--- src/rtl/count_uart_pkg.sv ---
// rtl/count_uart_pkg.sv - shared types and frame constants for count_uart_tx
// COUNT_UART_PARITY_EN adds an even-parity bit to every frame.
package count_uart_pkg;

  localparam int DATA_BITS      = 8;
  localparam int BYTES_PER_XFER = 2;

`ifdef COUNT_UART_PARITY_EN
  localparam int FRAME_BITS = DATA_BITS + 3;
`else
  localparam int FRAME_BITS = DATA_BITS + 2;
`endif

  typedef enum logic [2:0] {
    ST_IDLE,
    ST_START,
    ST_DATA,
`ifdef COUNT_UART_PARITY_EN
    ST_PARITY,
`endif
    ST_STOP,
    ST_NEXT
  } state_t;

endpackage

--- src/rtl/count_uart_baud.sv ---
// rtl/count_uart_baud.sv - bit-period tick generator, counter held at 0 while idle
module count_uart_baud #(
  parameter int CLKS_PER_BIT = 16
) (
  input  logic clk,
  input  logic reset_n,
  input  logic run,
  output logic tick
);

  localparam int            CW   = $clog2(CLKS_PER_BIT);
  localparam logic [CW-1:0] LAST = CW'(CLKS_PER_BIT - 1);

  logic [CW-1:0] r_cnt;

  always_ff @(posedge clk) begin
    if (!reset_n) begin
      r_cnt <= '0;
    end else if (!run) begin
      r_cnt <= '0;
    end else if (r_cnt == LAST) begin
      r_cnt <= '0;
    end else begin
      r_cnt <= r_cnt + 1'b1;
    end
  end

  assign tick = run && (r_cnt == LAST);

endmodule

--- src/rtl/count_uart_tx.sv ---
// rtl/count_uart_tx.sv - captures the 16-bit count and sends it as two UART frames, low byte first
// COUNT_UART_PARITY_EN inserts an even-parity bit after the data bits.
module count_uart_tx
  import count_uart_pkg::*;
#(
  parameter int CLKS_PER_BIT = 16,
  parameter int COUNT_W      = 16
) (
  input  logic               clk,
  input  logic               reset_n,
  input  logic [COUNT_W-1:0] count_i,
  input  logic               sample_i,
  output logic               tx_o,
  output logic               busy_o,
  output logic               done_o,
  output logic               overrun_o
);

`ifdef COUNT_UART_PARITY_EN
  localparam int PAR_BITS = 1;
`else
  localparam int PAR_BITS = 0;
`endif

  generate
    if (COUNT_W != DATA_BITS * BYTES_PER_XFER) begin : g_bad_count_w
      $error("count_uart_tx: COUNT_W must be 16");
    end
    if (CLKS_PER_BIT < 2) begin : g_bad_cpb
      $error("count_uart_tx: CLKS_PER_BIT must be at least 2");
    end
    if (FRAME_BITS != DATA_BITS + PAR_BITS + 2) begin : g_bad_frame
      $error("count_uart_tx: FRAME_BITS inconsistent with parity setting");
    end
  endgenerate

  state_t               r_state;
  state_t               w_state_nxt;
  logic [COUNT_W-1:0]   r_cap;
  logic [COUNT_W-1:0]   w_cap_nxt;
  logic                 r_byte;
  logic                 w_byte_nxt;
  logic [2:0]           r_bit;
  logic [2:0]           w_bit_nxt;
  logic                 r_tx;
  logic                 w_tx_nxt;
  logic                 r_busy;
  logic                 r_done;
  logic                 w_done_nxt;
  logic                 r_ovr;
  logic                 r_sample_d;
  logic                 w_tick;
  logic                 w_run;
  logic                 w_req_edge;
  logic [DATA_BITS-1:0] w_byte_sel;

  assign w_run = (r_state != ST_IDLE);

  count_uart_baud #(
    .CLKS_PER_BIT(CLKS_PER_BIT)
  ) u_baud (
    .clk    (clk),
    .reset_n(reset_n),
    .run    (w_run),
    .tick   (w_tick)
  );

  // Overrun means a new request (rising edge) while busy, so a held-high
  // sample_i chaining back-to-back transfers never flags it.
  assign w_req_edge = sample_i && !r_sample_d && w_run;

  always_comb begin
    w_state_nxt = r_state;
    w_cap_nxt   = r_cap;
    w_byte_nxt  = r_byte;
    w_bit_nxt   = r_bit;
    w_done_nxt  = 1'b0;
    case (r_state)
      ST_IDLE: begin
        if (sample_i) begin
          w_cap_nxt   = count_i;
          w_byte_nxt  = 1'b0;
          w_bit_nxt   = 3'd0;
          w_state_nxt = ST_START;
        end
      end
      ST_START: begin
        if (w_tick) w_state_nxt = ST_DATA;
      end
      ST_DATA: begin
        if (w_tick) begin
          w_bit_nxt = r_bit + 3'd1;
          if (r_bit == 3'(DATA_BITS - 1)) begin
`ifdef COUNT_UART_PARITY_EN
            w_state_nxt = ST_PARITY;
`else
            w_state_nxt = ST_STOP;
`endif
          end
        end
      end
`ifdef COUNT_UART_PARITY_EN
      ST_PARITY: begin
        if (w_tick) w_state_nxt = ST_STOP;
      end
`endif
      ST_STOP: begin
        if (w_tick) begin
          if (r_byte == 1'(BYTES_PER_XFER - 1)) begin
            w_done_nxt  = 1'b1;
            w_state_nxt = ST_IDLE;
          end else begin
            w_state_nxt = ST_NEXT;
          end
        end
      end
      // NEXT is the first cycle of the second start bit; the baud counter keeps
      // running through it, so no extra time is added.
      ST_NEXT: begin
        w_byte_nxt  = 1'b1;
        w_state_nxt = ST_START;
      end
      default: w_state_nxt = ST_IDLE;
    endcase
  end

  assign w_byte_sel = w_byte_nxt ? w_cap_nxt[2*DATA_BITS-1:DATA_BITS]
                                 : w_cap_nxt[DATA_BITS-1:0];

  always_comb begin
    w_tx_nxt = 1'b1;
    case (w_state_nxt)
      ST_START, ST_NEXT: w_tx_nxt = 1'b0;
      ST_DATA:           w_tx_nxt = w_byte_sel[w_bit_nxt];
`ifdef COUNT_UART_PARITY_EN
      ST_PARITY:         w_tx_nxt = ^w_byte_sel;
`endif
      default:           w_tx_nxt = 1'b1;
    endcase
  end

  always_ff @(posedge clk) begin
    if (!reset_n) begin
      r_state    <= ST_IDLE;
      r_cap      <= '0;
      r_byte     <= 1'b0;
      r_bit      <= 3'd0;
      r_tx       <= 1'b1;
      r_busy     <= 1'b0;
      r_done     <= 1'b0;
      r_ovr      <= 1'b0;
      r_sample_d <= 1'b0;
    end else begin
      r_state    <= w_state_nxt;
      r_cap      <= w_cap_nxt;
      r_byte     <= w_byte_nxt;
      r_bit      <= w_bit_nxt;
      r_tx       <= w_tx_nxt;
      r_busy     <= (w_state_nxt != ST_IDLE);
      r_done     <= w_done_nxt;
      r_sample_d <= sample_i;
      if (w_req_edge) r_ovr <= 1'b1;
    end
  end

  assign tx_o      = r_tx;
  assign busy_o    = r_busy;
  assign done_o    = r_done;
  assign overrun_o = r_ovr;

endmodule

--- config.mk ---
export PLATFORM = sky130hd
export DESIGN_NAME = count_uart_tx
export DESIGN_NICKNAME = d
export VERILOG_FILES = /design/src/rtl/count_uart_pkg.sv /design/src/rtl/count_uart_baud.sv /design/src/rtl/count_uart_tx.sv
export SDC_FILE = /design/constraint.sdc
export NUM_CORES = 1
export LEC_CHECK = 0
export BUFFER_PORTS_ARGS = -buffer_cell sky130_fd_sc_hd__buf_2
export CAP_MARGIN = 40
export CORE_ASPECT_RATIO = 0.5
export CORE_MARGIN = 1.5
export CORE_UTILIZATION = 45
export DETAILED_ROUTE_END_ITERATION = 12
export GPL_ROUTABILITY_DRIVEN = 0
export PLACE_DENSITY = 0.63
export RECOVER_POWER = 50
export SETUP_SLACK_MARGIN = 0.2
export SYNTH_ARGS = -nofsm -noshare
export SYNTH_HDL_FRONTEND = slang
export SYNTH_SLANG_ARGS = --single-unit
--- constraint.sdc ---
create_clock -name clk -period 4.6 [get_ports clk]
set_clock_uncertainty 0.1 [all_clocks]
set_input_delay 0.23 -clock clk [delete_from_list [all_inputs] [get_ports clk]]
set_output_delay 0.23 -clock clk [all_outputs]
set_load 0.005 [all_outputs]
# == Yosys cells after proc, flatten, opt, wreduce, memory -nomap -nowiden ==
# Index checks and enable logic that the tools add are counted.
# word_totals
register_bits,32
inputBits,19
out_inout_bits,4
word_cells,53
# classes
n_addsub,2
n_lt_le_gt_ge,1
n_eq_ne,9
mux,19
bitwise,2
reduce_logical,10
# ops
cell,n
$mux 16,2
$mux 3,8
$pmux 3 s5,1
$eq 3x2->1 const B,3
$eq 3x3->1 const B,3
$mux 8,1
$eq 3x1->1 const B,2
$pmux 3 s2,1
$reduce_bool 3->1,2
$add 4x1->4 const B,1
$eq 4x4->1 const B,1
$lt 3x4->1 const B,1
$pmux 1 s2,2
$add 3x1->3 const B,1
$bmux 1 s3,1
$logic_and 1x1->1,3
$logic_not 3->1,1
$mux 1,3
$reduce_and 3->1,1
$reduce_or 3->1,1
$not 1->1,2
$reduce_or 2->1,1
$logic_not 1->1,1

# == Longest topological paths before layout ==
# Gate-level depths: netlist of the first run.
# depth
ltp_word,7
depth_mapped,8
depth_no_buf,7

# == Cells and area by module ==
# Synthesis of the first run repeated with hierarchy kept, for this count alone.
# unflattened
cells_unflattened,189
hier_area_um2,1585.3
# by_module_without_submodules
module,instances,cells_per_inst,area_per_inst_um2,seq_area_each_um2
count_uart_tx,1,172,1428.9,560.5
count_uart_baud,1,17,156.4,80.1

# == Least setup slack after synthesis of the first run ==
# Ideal clock, no wire load.
# synth_path
path_type,register to register
start,reg u_baud.r_cnt[0]
end,"reg r_tx, in the netlist tx_o"
setup_ps,59
arrival_time_ps,1835
required_ps,4441
setup_slack_ps,2607
path_stages_with_launch,9
n_path_buf,1
period_less_slack_ps,1993
cell_sequence,dfxtp_1 -> ha_1 -> and3_1 -> clkbuf_1 -> nand4_1 -> nand3_1 -> or3_1 -> a311oi_2 -> a31o_1
# synth_between
elab_chain_len,7
word_cells_on_any_way,15
classes_between,4 x eq/ne; 9 x mux; 2 x reduce/logical
# synth_rtl
element,line_no,rtl
from (decl),count_uart_baud.sv:14,logic [CW-1:0] r_cnt;
from (signal assigned),count_uart_baud.sv:24,r_cnt <= r_cnt + 1'b1;
$eq 4x4->1 (*),count_uart_baud.sv:28,assign tick = run && (r_cnt == LAST);
$logic_and 1x1->1 (*),count_uart_baud.sv:28,
"$mux 3, on equally long branches","count_uart_tx.sv:91, count_uart_tx.sv:88, count_uart_tx.sv:108",
$pmux 3 s2 or $pmux 3 s5 (tied branches),count_uart_tx.sv:78,case (r_state)
"$bmux 1 s3, or another cell as far along",count_uart_tx.sv:134,ST_DATA: w_tx_nxt = w_byte_sel[w_bit_nxt];
$mux 1 (implied by the code) or $reduce_or 2->1 (tied branches),"count_uart_tx.sv:134, count_uart_tx.sv:132",
$pmux 1 s2 (*),count_uart_tx.sv:132,case (w_state_nxt)
to (signal assigned),count_uart_tx.sv:158,r_tx <= w_tx_nxt;
to (decl),count_uart_tx.sv:45,logic r_tx;
# Mark *: on every way between the ends. The rest lies on a longest branch, timed or not. The select of a mux whose other input is x is not followed.
# A chain may end at the register's enable or synchronous reset.

# == Worst setup path in the final report of the first run ==
# layout_path
start,reg r_state[1]
end,"reg r_tx, in the netlist tx_o"
# layout_between
elab_chain_len,7
word_cells_on_any_way,25
classes_between,7 x eq/ne; 14 x mux; 4 x reduce/logical
# layout_rtl
element,line_no,rtl
from (decl),count_uart_tx.sv:37,state_t r_state;
from (signal assigned),count_uart_tx.sv:154,r_state <= w_state_nxt;
$reduce_bool 3->1,count_uart_tx.sv:57,assign w_run = (r_state != ST_IDLE);
$logic_and 1x1->1,count_uart_baud.sv:28,
"$mux 3, on equally long branches","count_uart_tx.sv:91, count_uart_tx.sv:88, count_uart_tx.sv:108",
$pmux 3 s2 or $pmux 3 s5 (tied branches),count_uart_tx.sv:78,
"$bmux 1 s3, or another cell as far along",count_uart_tx.sv:134,
$mux 1 (implied by the code) or $reduce_or 2->1 (tied branches),"count_uart_tx.sv:134, count_uart_tx.sv:132",
$pmux 1 s2 (*),count_uart_tx.sv:132,
# Marked as above.

==> results of run 1 <==
## registers in the layout (all words and copies together) (netlist names)
register      cells
done_o            1
r_state           3
r_cap            16
busy_o            1
r_bit             3
u_baud.r_cnt      4
overrun_o         1
tx_o              1
r_byte            1
r_sample_d        1
## power groups by stage
stage	clock (mW)	combinational [mW]	sequential, mW
floorplan	0	0.0466	0.302
finish	0.219	0.0628	0.299
CTS	0.225	0.0647	0.299
global placement	0	0.0635	0.305
global route	0.243	0.0726	0.300
detailed placement	0	0.0641	0.305
## how the worst max path moves through the flow
stage	slack, ps	startpoint	endpoint
2_1_floorplan	2610	u_baud.r_cnt[0]	tx_o
3_3_place_gp	2130	r_state[1]	tx_o
3_5_place_dp	2050	r_state[1]	tx_o
4_1_cts	2020	r_state[1]	tx_o
5_1_grt	1840	r_state[1]	tx_o
6_report	2060	r_state[1]	tx_o
## cell type report
class / count / area (µm²)
fillers: 347 / 1617
inverters: 2 / 7.507
well taps: 51 / 63.81
flip-flops and latches: 32 / 640.6
clock buffers: 8 / 90.09
repair buffers: 23 / 115.1
multi-input cells: 144 / 900.9
## worst reg2reg max path, cell delays in order (launching register included)
cell and delay (ps):
sky130_fd_sc_hd__dfxtp_1 750, sky130_fd_sc_hd__nor3_1 220, sky130_fd_sc_hd__nand2_1 540, sky130_fd_sc_hd__o22ai_1 140, sky130_fd_sc_hd__or3_1 380, sky130_fd_sc_hd__a311oi_2 200, sky130_fd_sc_hd__a31o_1 160
## routing by layer
layer / global-route usage / up-vias
met5: 0 / -
met1: 0.2704 / 604
li1: - / 707
met3: 0.06581 / 3
met2: 0.2492 / 24
met4: 0.05714 / 0
## cells by family after synthesis
kind of cell / after synthesis
buf+inv: 12
flops: 32
mux: 2
simple gates: 91
fa+ha+maj: 3
xor+xnor: 3
compound gates: 45
## placed cells by master (no fill, tap or decap), types with 3 or more instances in the layout
master,n
sky130_fd_sc_hd__a21boi_0,16
sky130_fd_sc_hd__a21oi_1,6
sky130_fd_sc_hd__buf_2,20
sky130_fd_sc_hd__clkbuf_1,4
sky130_fd_sc_hd__clkbuf_8,6
sky130_fd_sc_hd__dfxtp_1,32
sky130_fd_sc_hd__ha_1,3
sky130_fd_sc_hd__nand2_1,36
sky130_fd_sc_hd__nand2b_1,6
sky130_fd_sc_hd__nand3_1,8
sky130_fd_sc_hd__nand4_1,3
sky130_fd_sc_hd__nor2_1,14
sky130_fd_sc_hd__nor3b_1,3
sky130_fd_sc_hd__o21a_1,4
sky130_fd_sc_hd__o21ai_0,4
sky130_fd_sc_hd__o221ai_1,4
## stage by stage
step / setup slack (ps) / area [µm²] / std cells
2_1_floorplan: 2607 / 1608 / 188
3_3_place_gp: 2135 / 1733 / 252
3_5_place_dp: 2050 / 1733 / 252
4_1_cts: 2023 / 1823 / 260
5_1_grt: 1840 / 1818 / 260
6_report: 2065 / 1818 / 260
==> flow_summary.html, run 1 <==
<table>
<tr><th>Metric</th><th>Value</th></tr>
<tr><th colspan="2">Status</th></tr>
<tr><td>Result of the run</td><td>completed</td></tr>
<tr><th colspan="2">Synthesis</th></tr>
<tr><td>Synthesized net count</td><td>210</td></tr>
<tr><td>Number of instances in the synthesized netlist</td><td>188</td></tr>
<tr><td>Simple-gate share of the synthesized area</td><td>0.2965</td></tr>
<tr><td>Yosys top cell area share</td><td>0.3984</td></tr>
<tr><td>Number of enable-type register cells in the synthesized netlist</td><td>0</td></tr>
<tr><td>Combined area of all synthesized cells</td><td>1608 µm²</td></tr>
<tr><td>Most repeated cell in the gate-level netlist after synthesis</td><td>sky130_fd_sc_hd__nand2_1</td></tr>
<tr><td>Cell types occupying the most area after synthesis</td><td>sky130_fd_sc_hd__dfxtp_1 40%, sky130_fd_sc_hd__nand2_1 8.4%, sky130_fd_sc_hd__a21boi_0 7.5%</td></tr>
<tr><td>Combinational family with the most area after synthesis</td><td>simple AND/OR/NAND/NOR gates</td></tr>
<tr><td>Post-synthesis sequential element count</td><td>32</td></tr>
<tr><td>Mux share of post-synthesis cell area</td><td>0.01245</td></tr>
<tr><td>Async S/R FF share, synth</td><td>0</td></tr>
<tr><td>Most used DFF post-synth</td><td>sky130_fd_sc_hd__dfxtp_1</td></tr>
<tr><td>Sequential cell area fraction in the yosys report</td><td>0.3984</td></tr>
<tr><td>Post-synthesis share of cell area spent on full adders, half adders and majority gates</td><td>0.02335</td></tr>
<tr><td>Post-synth cell types</td><td>42</td></tr>
<tr><td>YS warnings</td><td>0</td></tr>
<tr><td>Most used standard cells in the synthesized netlist</td><td>36 x sky130_fd_sc_hd__nand2_1, 32 x sky130_fd_sc_hd__dfxtp_1, 16 x sky130_fd_sc_hd__a21boi_0</td></tr>
<tr><td>Cell taking the most area after synthesis</td><td>sky130_fd_sc_hd__dfxtp_1</td></tr>
<tr><td>Per-instance average area after synthesis</td><td>8.552 µm²</td></tr>
<tr><td>Synth Area in Compound Gates</td><td>0.2132</td></tr>
<tr><td>Post-synthesis xor/xnor area fraction</td><td>0.01634</td></tr>
<tr><th colspan="2">Worst setup path</th></tr>
<tr><td>Worst path bufs/invs</td><td>0</td></tr>
<tr><td>Worst reg2reg path endpoint</td><td>tx_o</td></tr>
<tr><td>Worst reg2reg path depth</td><td>6</td></tr>
<tr><td>Critical Path Sink Type</td><td>register</td></tr>
<tr><td>Cell family with most CP delay</td><td>simple AND/OR/NAND/NOR gates</td></tr>
<tr><td>Cell with the largest stage delay on the worst path</td><td>sky130_fd_sc_hd__dfxtp_1</td></tr>
<tr><td>Kind of start point of the critical path</td><td>register</td></tr>
<tr><td>Endpoint required time on the critical path</td><td>4730 ps</td></tr>
<tr><td>Critical setup path kind</td><td>register to register</td></tr>
<tr><td>Maximum cell stage delay along the critical path</td><td>750 ps</td></tr>
<tr><td>Top fanout value on the critical path</td><td>19</td></tr>
<tr><td>Arr. time, crit path</td><td>2660 ps</td></tr>
<tr><td>Path length in cells of the critical path</td><td>6</td></tr>
<tr><td>Worst R2R Start</td><td>r_state[1]</td></tr>
<tr><td>Critical-path cell list</td><td>nor3_1 &gt; nand2_1 &gt; o22ai_1 &gt; or3_1 &gt; a311oi_2 &gt; a31o_1</td></tr>
<tr><td>Register-to-register setup slack</td><td>2060 ps</td></tr>
<tr><th colspan="2">Drt</th></tr>
<tr><td>Vias post-DR</td><td>1338</td></tr>
<tr><td>Post-route met1 wirelength</td><td>1684 µm</td></tr>
<tr><td>Met3 layer wire length in the routed design</td><td>142 µm</td></tr>
<tr><td>Starting DRC count in detailed routing</td><td>88</td></tr>
<tr><td>Average wire per cell in the routed design</td><td>12.30 µm</td></tr>
<tr><td>Max Used Layer</td><td>met4</td></tr>
<tr><td>Via/cell ratio</td><td>5.146</td></tr>
<tr><td>First-pass DRT Iterations</td><td>4</td></tr>
<tr><td>Number of routed nets with antenna violations</td><td>0</td></tr>
<tr><td>Drt drc</td><td>0</td></tr>
<tr><td>Total routed wirelength</td><td>3197 µm</td></tr>
<tr><td>Met2 WL</td><td>1353 µm</td></tr>
<tr><th colspan="2">Die</th></tr>
<tr><td>CORE AREA</td><td>3435 µm²</td></tr>
<tr><td>Initial standard-cell utilization of the core</td><td>0.4681</td></tr>
<tr><td>Number of top-level pins</td><td>23</td></tr>
<tr><td>Area of the die</td><td>3962 µm²</td></tr>
<tr><td>Horizontal extent of the die</td><td>87.53 µm</td></tr>
<tr><td>Rows</td><td>15</td></tr>
<tr><td>Die height</td><td>45.27 µm</td></tr>
<tr><th colspan="2">Pwr</th></tr>
<tr><td>Portion of total power attributed to the clock network</td><td>0.377</td></tr>
<tr><td>Leakage power</td><td>0.7144 nW</td></tr>
<tr><td>Worst VDD drop</td><td>0.0001414 V</td></tr>
<tr><td>PD cells</td><td>319.7 nW/µm²</td></tr>
<tr><td>Sequential cell fraction of total power</td><td>0.515</td></tr>
<tr><td>Net switching component of the power</td><td>0.1398 mW</td></tr>
<tr><td>Switching part of the total power</td><td>0.2405</td></tr>
<tr><td>Overall power consumption</td><td>0.5812 mW</td></tr>
<tr><td>Gate power share</td><td>0.108</td></tr>
<tr><td>Internal cell power</td><td>0.4414 mW</td></tr>
<tr><th colspan="2">CTS</th></tr>
<tr><td>Buffer type at the clock tree root</td><td>sky130_fd_sc_hd__clkbuf_8</td></tr>
<tr><td>Post-CTS Repair Setup Buffers</td><td>0</td></tr>
<tr><td>Hold-fix buffers at CTS</td><td>0</td></tr>
<tr><td>Clock slew at reported path FFs</td><td>70 ps</td></tr>
<tr><td>Number of buffers on the longest clock path</td><td>2</td></tr>
<tr><td>Later-pin clock latency in the skew report</td><td>280 ps</td></tr>
<tr><td>Total number of H-tree levels</td><td>2</td></tr>
<tr><td>Post-cts repair resize count</td><td>0</td></tr>
<tr><td>CTS tree</td><td>built</td></tr>
<tr><td>Sink Count</td><td>32</td></tr>
<tr><td>Number of buffers created by CTS</td><td>5</td></tr>
<tr><th colspan="2">Timing</th></tr>
<tr><td>Worst-case hold slack</td><td>93.82 ps</td></tr>
<tr><td>Final worst path period share</td><td>0.5511</td></tr>
<tr><td>Pins over their slew limit</td><td>0</td></tr>
<tr><td>Max-Slew Margin vs Limit</td><td>0.3113</td></tr>
<tr><td>Fin Setup TNS</td><td>0 ps</td></tr>
<tr><td>Shortest period the worst path allows</td><td>2535 ps</td></tr>
<tr><td>Final-report hold violation count</td><td>0</td></tr>
<tr><td>Maximum clock rate</td><td>394.4 MHz</td></tr>
<tr><td>Setup-violating endpoint count in the final report</td><td>0</td></tr>
<tr><td>Slew at the pin closest to its max-slew limit</td><td>1033 ps</td></tr>
<tr><td>Setup repair after global routing missed its margin</td><td>no</td></tr>
<tr><th colspan="2">Layout</th></tr>
<tr><td>Area growth from synthesis to layout</td><td>13.07%</td></tr>
<tr><td>Final net count</td><td>230</td></tr>
<tr><td>Antenna diode count</td><td>0</td></tr>
<tr><td>Share of final-layout standard cells stronger than drive strength 1</td><td>0.1531</td></tr>
<tr><td>Fraction of the core area covered by cells at the end of the flow</td><td>0.5293</td></tr>
<tr><th colspan="2">Place</th></tr>
<tr><td>Placed wire-length estimate</td><td>2245 µm</td></tr>
<tr><td>Number of input and output port buffers inserted</td><td>22</td></tr>
<tr><th colspan="2">Global route</th></tr>
<tr><td>Number of global-route vias before repair</td><td>1141</td></tr>
<tr><td>Residual overflow from global routing</td><td>0</td></tr>
<tr><td>First-pass GRT wire length</td><td>5395 µm</td></tr>
<tr><td>Overall Global Routing Usage</td><td>0.1844</td></tr>
<tr><td>Number of antenna violations at the first check in global routing</td><td>0</td></tr>
<tr><td>Pin count of the biggest net entering global routing</td><td>31</td></tr>
<tr><th colspan="2">Min path</th></tr>
<tr><td>Endpoint of the worst hold path</td><td>r_cap[13]</td></tr>
<tr><td>Worst hold path class</td><td>input pin to register</td></tr>
<tr><td>Launch instance of the worst min-delay path</td><td>count_i[13]</td></tr>
<tr><td>Hold-critical path depth</td><td>3</td></tr>
<tr><th colspan="2">Flow run</th></tr>
<tr><td>Number of max-cap violations</td><td>0</td></tr>
</table>
Note: power is estimated with default switching activity, not from simulation.
==> inputs of run 2 (changes only) <==
--- a/config.mk
+++ b/config.mk
@@ -5,6 +5,7 @@
 export SDC_FILE = /design/constraint.sdc
 export NUM_CORES = 1
 export LEC_CHECK = 0
+export ABC_AREA = 1
 export BUFFER_PORTS_ARGS = -buffer_cell sky130_fd_sc_hd__buf_2
 export CAP_MARGIN = 40
 export CORE_ASPECT_RATIO = 0.5
@@ -12,7 +13,7 @@
 export CORE_UTILIZATION = 45
 export DETAILED_ROUTE_END_ITERATION = 12
 export GPL_ROUTABILITY_DRIVEN = 0
-export PLACE_DENSITY = 0.63
+export PLACE_DENSITY = 0.66
 export RECOVER_POWER = 50
 export SETUP_SLACK_MARGIN = 0.2
 export SYNTH_ARGS = -nofsm -noshare
==> constraint.sdc (replaced) <==
create_clock -name clk -period 2.32 [get_ports clk]
set_clock_uncertainty 0.1 [all_clocks]
set_input_delay 0.116 -clock clk [delete_from_list [all_inputs] [get_ports clk]]
set_output_delay 0.116 -clock clk [all_outputs]
set_load 0.005 [all_outputs]
==> run 2 against run 1 <==
Via count increased by 13%; core utilization up 0.40 points; combinational power increased to 2.6 times the previous value; sequential share of layout area shrank 0.26 points; highest routed layer unchanged; sequential power is 97% higher; area after synthesis is 0.47% higher; first-iteration DRC count is 56% lower; worst hold slack worse by 54 ps; clock-buffer cell count down 2; register-to-register slack lost 1600 ps; non-clock buffer count increased by 2.
==> flow_summary.html, run 2 <==
<table>
<tr><th>Metric</th><th>Value</th></tr>
<tr><th colspan="2">Layout</th></tr>
<tr><td>Final net count</td><td>283 (+23%)</td></tr>
<tr><td>Register containing the most flip-flops in the final layout</td><td>r_cap</td></tr>
<tr><td>Most common cell after layout, fill and taps aside</td><td>sky130_fd_sc_hd__nand2_1</td></tr>
<tr><td>Final instance area</td><td>1832 µm² (+0.76%)</td></tr>
<tr><td>Fraction of the core area covered by cells at the end of the flow</td><td>0.5333 (+0.004007)</td></tr>
<tr><td>Antenna diode count</td><td>0 (unchanged)</td></tr>
<tr><td>Area growth from synthesis to layout</td><td>13.40%</td></tr>
<tr><td>Largest registers in the final layout</td><td>r_cap x16, u_baud.r_cnt x4</td></tr>
<tr><td>Flip-flop count of the largest register, all copies and words added</td><td>16 (unchanged)</td></tr>
<tr><td>Share of final-layout standard cells stronger than drive strength 1</td><td>0.1456 (-0.007516)</td></tr>
<tr><td>Commonest cells after routing, fill and taps aside</td><td>89 x sky130_fd_sc_hd__nand2_1, 32 x sky130_fd_sc_hd__dfxtp_1, 23 x sky130_fd_sc_hd__nor2_1, 19 x sky130_fd_sc_hd__buf_2, 17 x sky130_fd_sc_hd__nand3_1</td></tr>
<tr><td>Fillcell total</td><td>357 (+2.9%)</td></tr>
<tr><th colspan="2">Timing</th></tr>
<tr><td>Maximum clock rate</td><td>548.1 MHz (+39%)</td></tr>
<tr><td>Max-Slew Margin vs Limit</td><td>0.7063 (+0.3949)</td></tr>
<tr><td>Shortest period the worst path allows</td><td>1824 ps (-710.8 ps)</td></tr>
<tr><td>Fin Setup TNS</td><td>0 ps (unchanged)</td></tr>
<tr><td>Setup-violating endpoint count in the final report</td><td>0 (unchanged)</td></tr>
<tr><td>Final-report hold violation count</td><td>0 (unchanged)</td></tr>
<tr><td>Slew at the pin closest to its max-slew limit</td><td>440.0 ps (-593.0 ps)</td></tr>
<tr><td>Pins over their slew limit</td><td>0 (unchanged)</td></tr>
<tr><td>Final worst path period share</td><td>0.7864 (+0.2352)</td></tr>
<tr><td>Setup repair after global routing missed its margin</td><td>no</td></tr>
<tr><th colspan="2">Die</th></tr>
<tr><td>Die height</td><td>45.37 µm (+0.22%)</td></tr>
<tr><td>Rows</td><td>15 (unchanged)</td></tr>
<tr><td>Area of the die</td><td>3980 µm² (+0.45%)</td></tr>
<tr><td>Number of top-level pins</td><td>23 (unchanged)</td></tr>
<tr><td>Initial standard-cell utilization of the core</td><td>0.4703 (+0.002186)</td></tr>
<tr><td>Horizontal extent of the die</td><td>87.73 µm (+0.23%)</td></tr>
<tr><td>CORE AREA</td><td>3435 µm² (unchanged)</td></tr>
<tr><th colspan="2">Global route</th></tr>
<tr><td>Overall Global Routing Usage</td><td>0.1953 (+0.01088)</td></tr>
<tr><td>First-pass GRT wire length</td><td>5740 µm (+6.4%)</td></tr>
<tr><td>Number of antenna violations at the first check in global routing</td><td>0 (unchanged)</td></tr>
<tr><td>Number of global-route vias before repair</td><td>1288 (+13%)</td></tr>
<tr><td>Residual overflow from global routing</td><td>0 (unchanged)</td></tr>
<tr><td>Pin count of the biggest net entering global routing</td><td>26 (-16%)</td></tr>
<tr><th colspan="2">Worst setup path</th></tr>
<tr><td>Most prevalent standard cell on the critical path</td><td>sky130_fd_sc_hd__nand2_1</td></tr>
<tr><td>Critical Path Sink Type</td><td>register</td></tr>
<tr><td>Worst R2R Start</td><td>u_baud.r_cnt[0]</td></tr>
<tr><td>Maximum cell stage delay along the critical path</td><td>350 ps (-400 ps)</td></tr>
<tr><td>Worst path bufs/invs</td><td>1 (+1)</td></tr>
<tr><td>Critical-path cell list</td><td>ha_1 &gt; nand3_1 &gt; inv_1 &gt; nand2_1 &gt; nor4_1 &gt; nor3_1 &gt; nor2_1 &gt; nand2_1</td></tr>
<tr><td>Top fanout value on the critical path</td><td>7 (-12)</td></tr>
<tr><td>Register-to-register setup slack</td><td>500 ps (-1570 ps)</td></tr>
<tr><td>Worst reg2reg path depth</td><td>8 (+2)</td></tr>
<tr><td>Kind of start point of the critical path</td><td>register</td></tr>
<tr><td>Cell family with most CP delay</td><td>simple AND/OR/NAND/NOR gates</td></tr>
<tr><td>Worst reg2reg path endpoint</td><td>tx_o</td></tr>
<tr><td>Critical setup path kind</td><td>register to register</td></tr>
<tr><td>Cell with the largest stage delay on the worst path</td><td>sky130_fd_sc_hd__dfxtp_1</td></tr>
<tr><td>Endpoint required time on the critical path</td><td>2390 ps (-2340 ps)</td></tr>
<tr><td>Arr. time, crit path</td><td>1890 ps (-770 ps)</td></tr>
<tr><th colspan="2">Pwr</th></tr>
<tr><td>Leakage power</td><td>0.9040 nW (+27%)</td></tr>
<tr><td>Worst VDD drop</td><td>0.0003034 V (+110%)</td></tr>
<tr><td>PD cells</td><td>622.6 nW/µm² (+95%)</td></tr>
<tr><td>Portion of total power attributed to the clock network</td><td>0.340 (-0.037)</td></tr>
<tr><td>Net switching component of the power</td><td>0.3003 mW (+110%)</td></tr>
<tr><td>Gate power share</td><td>0.145 (+0.037)</td></tr>
<tr><td>Switching part of the total power</td><td>0.2633 (+0.02280)</td></tr>
<tr><td>Internal cell power</td><td>0.8402 mW (+90%)</td></tr>
<tr><td>Sequential cell fraction of total power</td><td>0.516 (about the same)</td></tr>
<tr><th colspan="2">Synthesis</th></tr>
<tr><td>Yosys top cell area share</td><td>0.3966 (-0.001852)</td></tr>
<tr><td>Async S/R FF share, synth</td><td>0 (unchanged)</td></tr>
<tr><td>Per-instance average area after synthesis</td><td>6.844 µm² (-20%)</td></tr>
<tr><td>Post-synth cell types</td><td>28 (-33%)</td></tr>
<tr><td>Most used DFF post-synth</td><td>sky130_fd_sc_hd__dfxtp_1</td></tr>
<tr><td>Most repeated cell in the gate-level netlist after synthesis</td><td>sky130_fd_sc_hd__nand2_1</td></tr>
<tr><td>Sequential cell area fraction in the yosys report</td><td>0.3966 (-0.001852)</td></tr>
<tr><td>YS warnings</td><td>0 (unchanged)</td></tr>
<tr><td>Number of enable-type register cells in the synthesized netlist</td><td>0 (unchanged)</td></tr>
<tr><td>Cell taking the most area after synthesis</td><td>sky130_fd_sc_hd__dfxtp_1</td></tr>
<tr><td>Post-synthesis sequential element count</td><td>32 (unchanged)</td></tr>
<tr><td>Most used standard cells in the synthesized netlist</td><td>88 x sky130_fd_sc_hd__nand2_1, 32 x sky130_fd_sc_hd__dfxtp_1, 23 x sky130_fd_sc_hd__nor2_1</td></tr>
<tr><td>Combined area of all synthesized cells</td><td>1615 µm² (+0.47%)</td></tr>
<tr><td>Cell types occupying the most area after synthesis</td><td>sky130_fd_sc_hd__dfxtp_1 40%, sky130_fd_sc_hd__nand2_1 20%, sky130_fd_sc_hd__nor2_1 5.3%</td></tr>
<tr><td>Number of instances in the synthesized netlist</td><td>236 (+26%)</td></tr>
<tr><td>Synthesized net count</td><td>258 (+23%)</td></tr>
<tr><th colspan="2">CTS</th></tr>
<tr><td>Total number of H-tree levels</td><td>2 (unchanged)</td></tr>
<tr><td>CTS tree</td><td>built</td></tr>
<tr><td>Later-pin clock latency in the skew report</td><td>280 ps (about the same)</td></tr>
<tr><td>Number of buffers created by CTS</td><td>5 (unchanged)</td></tr>
<tr><td>Clock slew at reported path FFs</td><td>60 ps (about the same)</td></tr>
<tr><td>Number of buffers on the longest clock path</td><td>2 (unchanged)</td></tr>
<tr><td>Sink Count</td><td>32 (unchanged)</td></tr>
<tr><td>Post-CTS Repair Setup Buffers</td><td>0 (unchanged)</td></tr>
<tr><td>Buffer type at the clock tree root</td><td>sky130_fd_sc_hd__clkbuf_8</td></tr>
<tr><th colspan="2">Flow run</th></tr>
<tr><td>Number of max-cap violations</td><td>0 (unchanged)</td></tr>
<tr><th colspan="2">Min path</th></tr>
<tr><td>Launch instance of the worst min-delay path</td><td>count_i[12]</td></tr>
<tr><td>Endpoint of the worst hold path</td><td>r_cap[12]</td></tr>
<tr><td>Hold-critical path depth</td><td>3 (unchanged)</td></tr>
<tr><td>Worst hold path class</td><td>input pin to register</td></tr>
<tr><th colspan="2">Drt</th></tr>
<tr><td>Drt drc</td><td>0 (unchanged)</td></tr>
<tr><td>Vias post-DR</td><td>1513 (+13%)</td></tr>
<tr><td>Total routed wirelength</td><td>3547 µm (+11%)</td></tr>
<tr><td>First-pass DRT Iterations</td><td>4 (unchanged)</td></tr>
<tr><td>Starting DRC count in detailed routing</td><td>39 (-56%)</td></tr>
<tr><td>Via/cell ratio</td><td>4.849 (-5.8%)</td></tr>
<tr><td>Number of routed nets with antenna violations</td><td>0 (unchanged)</td></tr>
<tr><td>Average wire per cell in the routed design</td><td>11.37 µm (-7.5%)</td></tr>
<tr><th colspan="2">Status</th></tr>
<tr><td>Result of the run</td><td>completed</td></tr>
<tr><th colspan="2">Place</th></tr>
<tr><td>Cell area after placement</td><td>1750 µm² (+1.0%)</td></tr>
<tr><td>Placed wire-length estimate</td><td>2631 µm (+17%)</td></tr>
<tr><td>Number of input and output port buffers inserted</td><td>22 (unchanged)</td></tr>
</table>
## run 2: cell families after synthesis
kind of cell / count (synthesis) / synth area share
AND/OR/NAND/NOR: 152 / 0.4144
flip-flops: 32 / 0.3966
buffers and inverters: 26 / 0.07901
AO/OA/AOI/OAI: 21 / 0.07591
adder cells (fa/ha/maj): 3 / 0.02324
XOR/XNOR: 2 / 0.01085
## run 2: worst min-delay path: stages
cell and delay, ps:
sky130_fd_sc_hd__buf_2 100, sky130_fd_sc_hd__nand4_1 90, sky130_fd_sc_hd__a21oi_1 60
## run 2: metal layers
metal  vias to the layer above  wire length [µm]  GRT usage  share of wire
met2                        26              1565     0.2916           0.44
met5                         -                 0          0              0
met3                         2               126    0.06216          0.036
li1                        815                 -          -              -
met4                         0                 8    0.07302         0.0023
met1                       670              1846     0.2659           0.52
## run 2: final cells by class
type | instances | area (µm²) | share of cell area
tap | 51 | 63.81 | 0.03484
sequential | 32 | 640.6 | 0.3497
clock buffer | 6 | 72.57 | 0.03962
multi-input combinational | 178 | 844.6 | 0.4611
inverter | 19 | 73.82 | 0.04030
timing repair buffer | 25 | 131.4 | 0.07172
clock inverter | 1 | 5.005 | 0.002732
## run 2: how the worst max path moves through the flow
stage	startpoint	end	slack, ps	cells past startpoint
after global placement	r_state[1]	tx_o	520	12
after floorplan	u_baud.r_cnt[0]	tx_o	740	13
after CTS	r_state[1]	tx_o	490	12
final	u_baud.r_cnt[0]	tx_o	500	8
after global routing	r_state[1]	tx_o	290	12
after detailed placement	r_state[1]	tx_o	500	12
## run 2: what timing repair did
item | 4_1_cts | 5_1_grt
hold endpoints to repair | 1 | 0
resized for setup | 0 | 0
hold buffers | 1 | 0
setup endpoints to repair | 0 | 0
## run 2: through the flow
step           hold WS, ps  setup slack, ps  power, mW  cells
2_1_floorplan        113.6            741.3     0.7199    236
3_3_place_gp         250.2            521.0     0.7620    304
3_5_place_dp         256.5            501.6     0.7663    304
4_1_cts              31.04            490.7      1.161    312
5_1_grt              42.41            288.2      1.208    312
6_report             39.71            495.6      1.140    312
## run 2: power by group through the flow
stage	Combinational (mW)	Clock [mW]	Sequential (mW)
final	0.165	0.388	0.588
after CTS	0.168	0.405	0.588
after global routing	0.192	0.427	0.590
after floorplan	0.122	0	0.598
after detailed placement	0.166	0	0.600
after global placement	0.163	0	0.599
==> inputs of run 3 (changes only) <==
==> constraint.sdc (replaced) <==
create_clock -name clk -period 1.58 [get_ports clk]
set_clock_uncertainty 0.1 [all_clocks]
set_input_delay 0.079 -clock clk [delete_from_list [all_inputs] [get_ports clk]]
set_output_delay 0.079 -clock clk [all_outputs]
set_load 0.005 [all_outputs]
==> run 3 against run 2 <==
The flow now finishes with violations (negative setup slack); final area grew 27%; sequential cell count is the same; global-route usage grew 4.0 points; combinational power grew 110%; sequential share of layout area shrank 7.1 points; critical path type unchanged; highest routed layer unchanged.
==> flow_summary.html, run 3 (same netlist as run 2, synthesis figures left out) <==
<table>
<tr><th>Metric</th><th>Value</th></tr>
<tr><th colspan="2">Worst setup path</th></tr>
<tr><td>Critical Path Sink Type</td><td>register</td></tr>
<tr><td>Top fanout value on the critical path</td><td>6 (-1)</td></tr>
<tr><td>Arr. time, crit path</td><td>1720 ps (-170 ps)</td></tr>
<tr><td>Kind of start point of the critical path</td><td>register</td></tr>
<tr><td>Critical setup path kind</td><td>register to register</td></tr>
<tr><td>Endpoint required time on the critical path</td><td>1660 ps (-730 ps)</td></tr>
<tr><th colspan="2">Timing</th></tr>
<tr><td>Setup-violating endpoint count in the final report</td><td>3 (+3)</td></tr>
<tr><td>Pins over their slew limit</td><td>0 (unchanged)</td></tr>
<tr><td>Fin Setup TNS</td><td>-92.96 ps (-92.96 ps)</td></tr>
<tr><td>Slew at the pin closest to its max-slew limit</td><td>495.7 ps (+55.77 ps)</td></tr>
<tr><td>Shortest period the worst path allows</td><td>1642 ps (-182.1 ps)</td></tr>
<tr><td>Worst path setup slack after routing</td><td>-62.32 ps (-557.9 ps)</td></tr>
<tr><td>Setup repair after global routing missed its margin</td><td>yes</td></tr>
<tr><td>Maximum clock rate</td><td>608.9 MHz (+11%)</td></tr>
<tr><td>Final worst path period share</td><td>1.039 (+0.2531)</td></tr>
<tr><td>Final-report hold violation count</td><td>0 (unchanged)</td></tr>
<tr><td>Max-Slew Margin vs Limit</td><td>0.6695 (-0.03675)</td></tr>
<tr><th colspan="2">Drt</th></tr>
<tr><td>Starting DRC count in detailed routing</td><td>76 (+95%)</td></tr>
<tr><td>Number of routed nets with antenna violations</td><td>0 (unchanged)</td></tr>
<tr><td>Drt drc</td><td>0 (unchanged)</td></tr>
<tr><td>Total routed wirelength</td><td>4470 µm (+26%)</td></tr>
<tr><td>First-pass DRT Iterations</td><td>4 (unchanged)</td></tr>
<tr><td>Via/cell ratio</td><td>5.040 (+3.9%)</td></tr>
<tr><td>Vias post-DR</td><td>1759 (+16%)</td></tr>
<tr><td>Average wire per cell in the routed design</td><td>12.81 µm (+13%)</td></tr>
<tr><th colspan="2">CTS</th></tr>
<tr><td>Number of buffers created by CTS</td><td>5 (unchanged)</td></tr>
<tr><td>CTS tree</td><td>built</td></tr>
<tr><td>Sink Count</td><td>32 (unchanged)</td></tr>
<tr><td>Clock slew at reported path FFs</td><td>70 ps (about the same)</td></tr>
<tr><td>Total number of H-tree levels</td><td>2 (unchanged)</td></tr>
<tr><td>Buffer type at the clock tree root</td><td>sky130_fd_sc_hd__clkbuf_8</td></tr>
<tr><td>Later-pin clock latency in the skew report</td><td>290 ps (about the same)</td></tr>
<tr><td>Number of buffers on the longest clock path</td><td>2 (unchanged)</td></tr>
<tr><th colspan="2">Die</th></tr>
<tr><td>Number of top-level pins</td><td>23 (unchanged)</td></tr>
<tr><td>Initial standard-cell utilization of the core</td><td>0.4703 (unchanged)</td></tr>
<tr><td>Horizontal extent of the die</td><td>87.73 µm (unchanged)</td></tr>
<tr><td>Area of the die</td><td>3980 µm² (unchanged)</td></tr>
<tr><td>CORE AREA</td><td>3435 µm² (unchanged)</td></tr>
<tr><td>Die height</td><td>45.37 µm (unchanged)</td></tr>
<tr><td>Rows</td><td>15 (unchanged)</td></tr>
<tr><th colspan="2">Layout</th></tr>
<tr><td>Commonest cells after routing, fill and taps aside</td><td>81 x sky130_fd_sc_hd__nand2_1, 27 x sky130_fd_sc_hd__dfxtp_1, 25 x sky130_fd_sc_hd__buf_4, 20 x sky130_fd_sc_hd__buf_2, 18 x sky130_fd_sc_hd__nor2_1</td></tr>
<tr><td>Flip-flop count of the largest register, all copies and words added</td><td>16 (unchanged)</td></tr>
<tr><td>Register containing the most flip-flops in the final layout</td><td>r_cap</td></tr>
<tr><td>Area taken by flip-flops and latches</td><td>649.4 µm² (+1.4%)</td></tr>
<tr><td>Fraction of the core area covered by cells at the end of the flow</td><td>0.6772 (+0.1439)</td></tr>
<tr><td>Largest registers in the final layout</td><td>r_cap x16, u_baud.r_cnt x4</td></tr>
<tr><td>Share of final-layout standard cells stronger than drive strength 1</td><td>0.3322 (+0.1866)</td></tr>
<tr><td>Area taken by multi-input logic gates</td><td>999.7 µm² (+18%)</td></tr>
<tr><td>Area growth from synthesis to layout</td><td>44.00%</td></tr>
<tr><td>Antenna diode count</td><td>0 (unchanged)</td></tr>
<tr><td>Non-filler cells, final</td><td>349 (+12%)</td></tr>
<tr><td>Most common cell after layout, fill and taps aside</td><td>sky130_fd_sc_hd__nand2_1</td></tr>
<tr><td>Fillcell total</td><td>306 (-14%)</td></tr>
<tr><td>Final net count</td><td>319 (+13%)</td></tr>
<tr><th colspan="2">Pwr</th></tr>
<tr><td>Leakage power</td><td>1.101 nW (+22%)</td></tr>
<tr><td>Overall power consumption</td><td>1.863 mW (+63%)</td></tr>
<tr><td>PD cells</td><td>801.0 nW/µm² (+29%)</td></tr>
<tr><td>Worst VDD drop</td><td>0.0003921 V (+29%)</td></tr>
<tr><th colspan="2">Global route</th></tr>
<tr><td>Number of global-route vias before repair</td><td>1582 (+23%)</td></tr>
<tr><td>Residual overflow from global routing</td><td>0 (unchanged)</td></tr>
<tr><td>First-pass GRT wire length</td><td>6879 µm (+20%)</td></tr>
<tr><td>Overall Global Routing Usage</td><td>0.2352 (+0.03999)</td></tr>
<tr><td>Number of antenna violations at the first check in global routing</td><td>0 (unchanged)</td></tr>
<tr><td>Pin count of the biggest net entering global routing</td><td>23 (-12%)</td></tr>
<tr><th colspan="2">Place</th></tr>
<tr><td>Placed Instances</td><td>327 (+7.6%)</td></tr>
<tr><td>Placed wire-length estimate</td><td>2883 µm (+9.6%)</td></tr>
<tr><td>Number of input and output port buffers inserted</td><td>22 (unchanged)</td></tr>
<tr><th colspan="2">Status</th></tr>
<tr><td>Result of the run</td><td>complete, but fails checks</td></tr>
<tr><td>Violations in the final reports</td><td>negative setup slack</td></tr>
<tr><th colspan="2">Min path</th></tr>
<tr><td>Worst hold path class</td><td>input pin to register</td></tr>
<tr><th colspan="2">Flow run</th></tr>
<tr><td>Number of max-cap violations</td><td>0 (unchanged)</td></tr>
</table>
run 3: cell types whose count changed in the layout (fill, tap and decap cells not counted), moves of 3 or more:
cell,before,now
sky130_fd_sc_hd__buf_4,2,25
sky130_fd_sc_hd__dfxtp_1,32,27
sky130_fd_sc_hd__dfxtp_2,0,4
sky130_fd_sc_hd__dlygate4sd3_1,1,9
sky130_fd_sc_hd__inv_1,16,13
sky130_fd_sc_hd__nand2_1,89,81
sky130_fd_sc_hd__nand2_2,2,9
sky130_fd_sc_hd__nand3_1,17,12
sky130_fd_sc_hd__nand3_2,0,4
sky130_fd_sc_hd__nor2_1,23,18
sky130_fd_sc_hd__nor2_2,1,5
run 3: power by group:
group	internal, mW	switching [mW]	total (mW)
sequential	0.845	0.0198	0.865
combinational	0.153	0.186	0.339
clock	0.355	0.304	0.659
total	1.35	0.509	1.86
run 3: final cells by class:
class | count | area share
Clock buffer | 8 | 0.03873
Multi-Input combinational cell | 179 | 0.4298
Inverter | 19 | 0.03497
Sequential cell | 32 | 0.2792
Tap cell | 51 | 0.02743
Timing Repair Buffer | 60 | 0.1899
run 3: critical path, cell delays in order, from the launching register on:
cell and delay (ps):
sky130_fd_sc_hd__dfxtp_2 350, sky130_fd_sc_hd__ha_4 160, sky130_fd_sc_hd__nand3_4 130, sky130_fd_sc_hd__nand3_2 130, sky130_fd_sc_hd__nand3_2 100, sky130_fd_sc_hd__nand2_4 130, sky130_fd_sc_hd__inv_4 50, sky130_fd_sc_hd__nand2_1 80
sky130_fd_sc_hd__nand2_1 60, sky130_fd_sc_hd__nand2_1 50, sky130_fd_sc_hd__nand3_1 60, sky130_fd_sc_hd__nand3_1 70, sky130_fd_sc_hd__nand2_1 40
run 3: worst paths after layout:
check	startpoint	endpoint	slack, ps	cells after the start
max reg2reg	u_baud.r_cnt[0]	tx_o	-60	12
min	count_i[13]	r_cap[13]	9	3
max	u_baud.r_cnt[0]	tx_o	-60	12
min reg2reg	overrun_o	overrun_o	370	2
run 3: metal layers:
layer / vias up / global-route usage / share of wire / wire length (µm)
li1: 886 / - / - / -
met1: 816 / 0.2854 / 0.47 / 2123
met2: 43 / 0.3847 / 0.45 / 2032
met3: 14 / 0.06947 / 0.047 / 209
met4: 0 / 0.1270 / 0.023 / 104
met5: - / 0 / 0 / 0
run 3: repair_timing:
item                       CTS  global route
setup endpoints to repair    4             6
gates cloned                 1             0
hold endpoints to repair     9             0
pin swaps                    5             3
buffers inserted             2             2
resized for setup           16            12
hold buffers                 9             0
run 3: per-stage QoR:
stage	cell area (µm²)	hold WS (ps)	setup WS (ps)
3_5_place_dp	2009	245.4	-102.5
3_3_place_gp	2009	240.5	-124.1
5_1_grt	2326	10.99	-185.0
2_1_floorplan	1677	76.63	86.28
6_report	2326	9.280	-62.32
4_1_cts	2273	4.350	-20.83
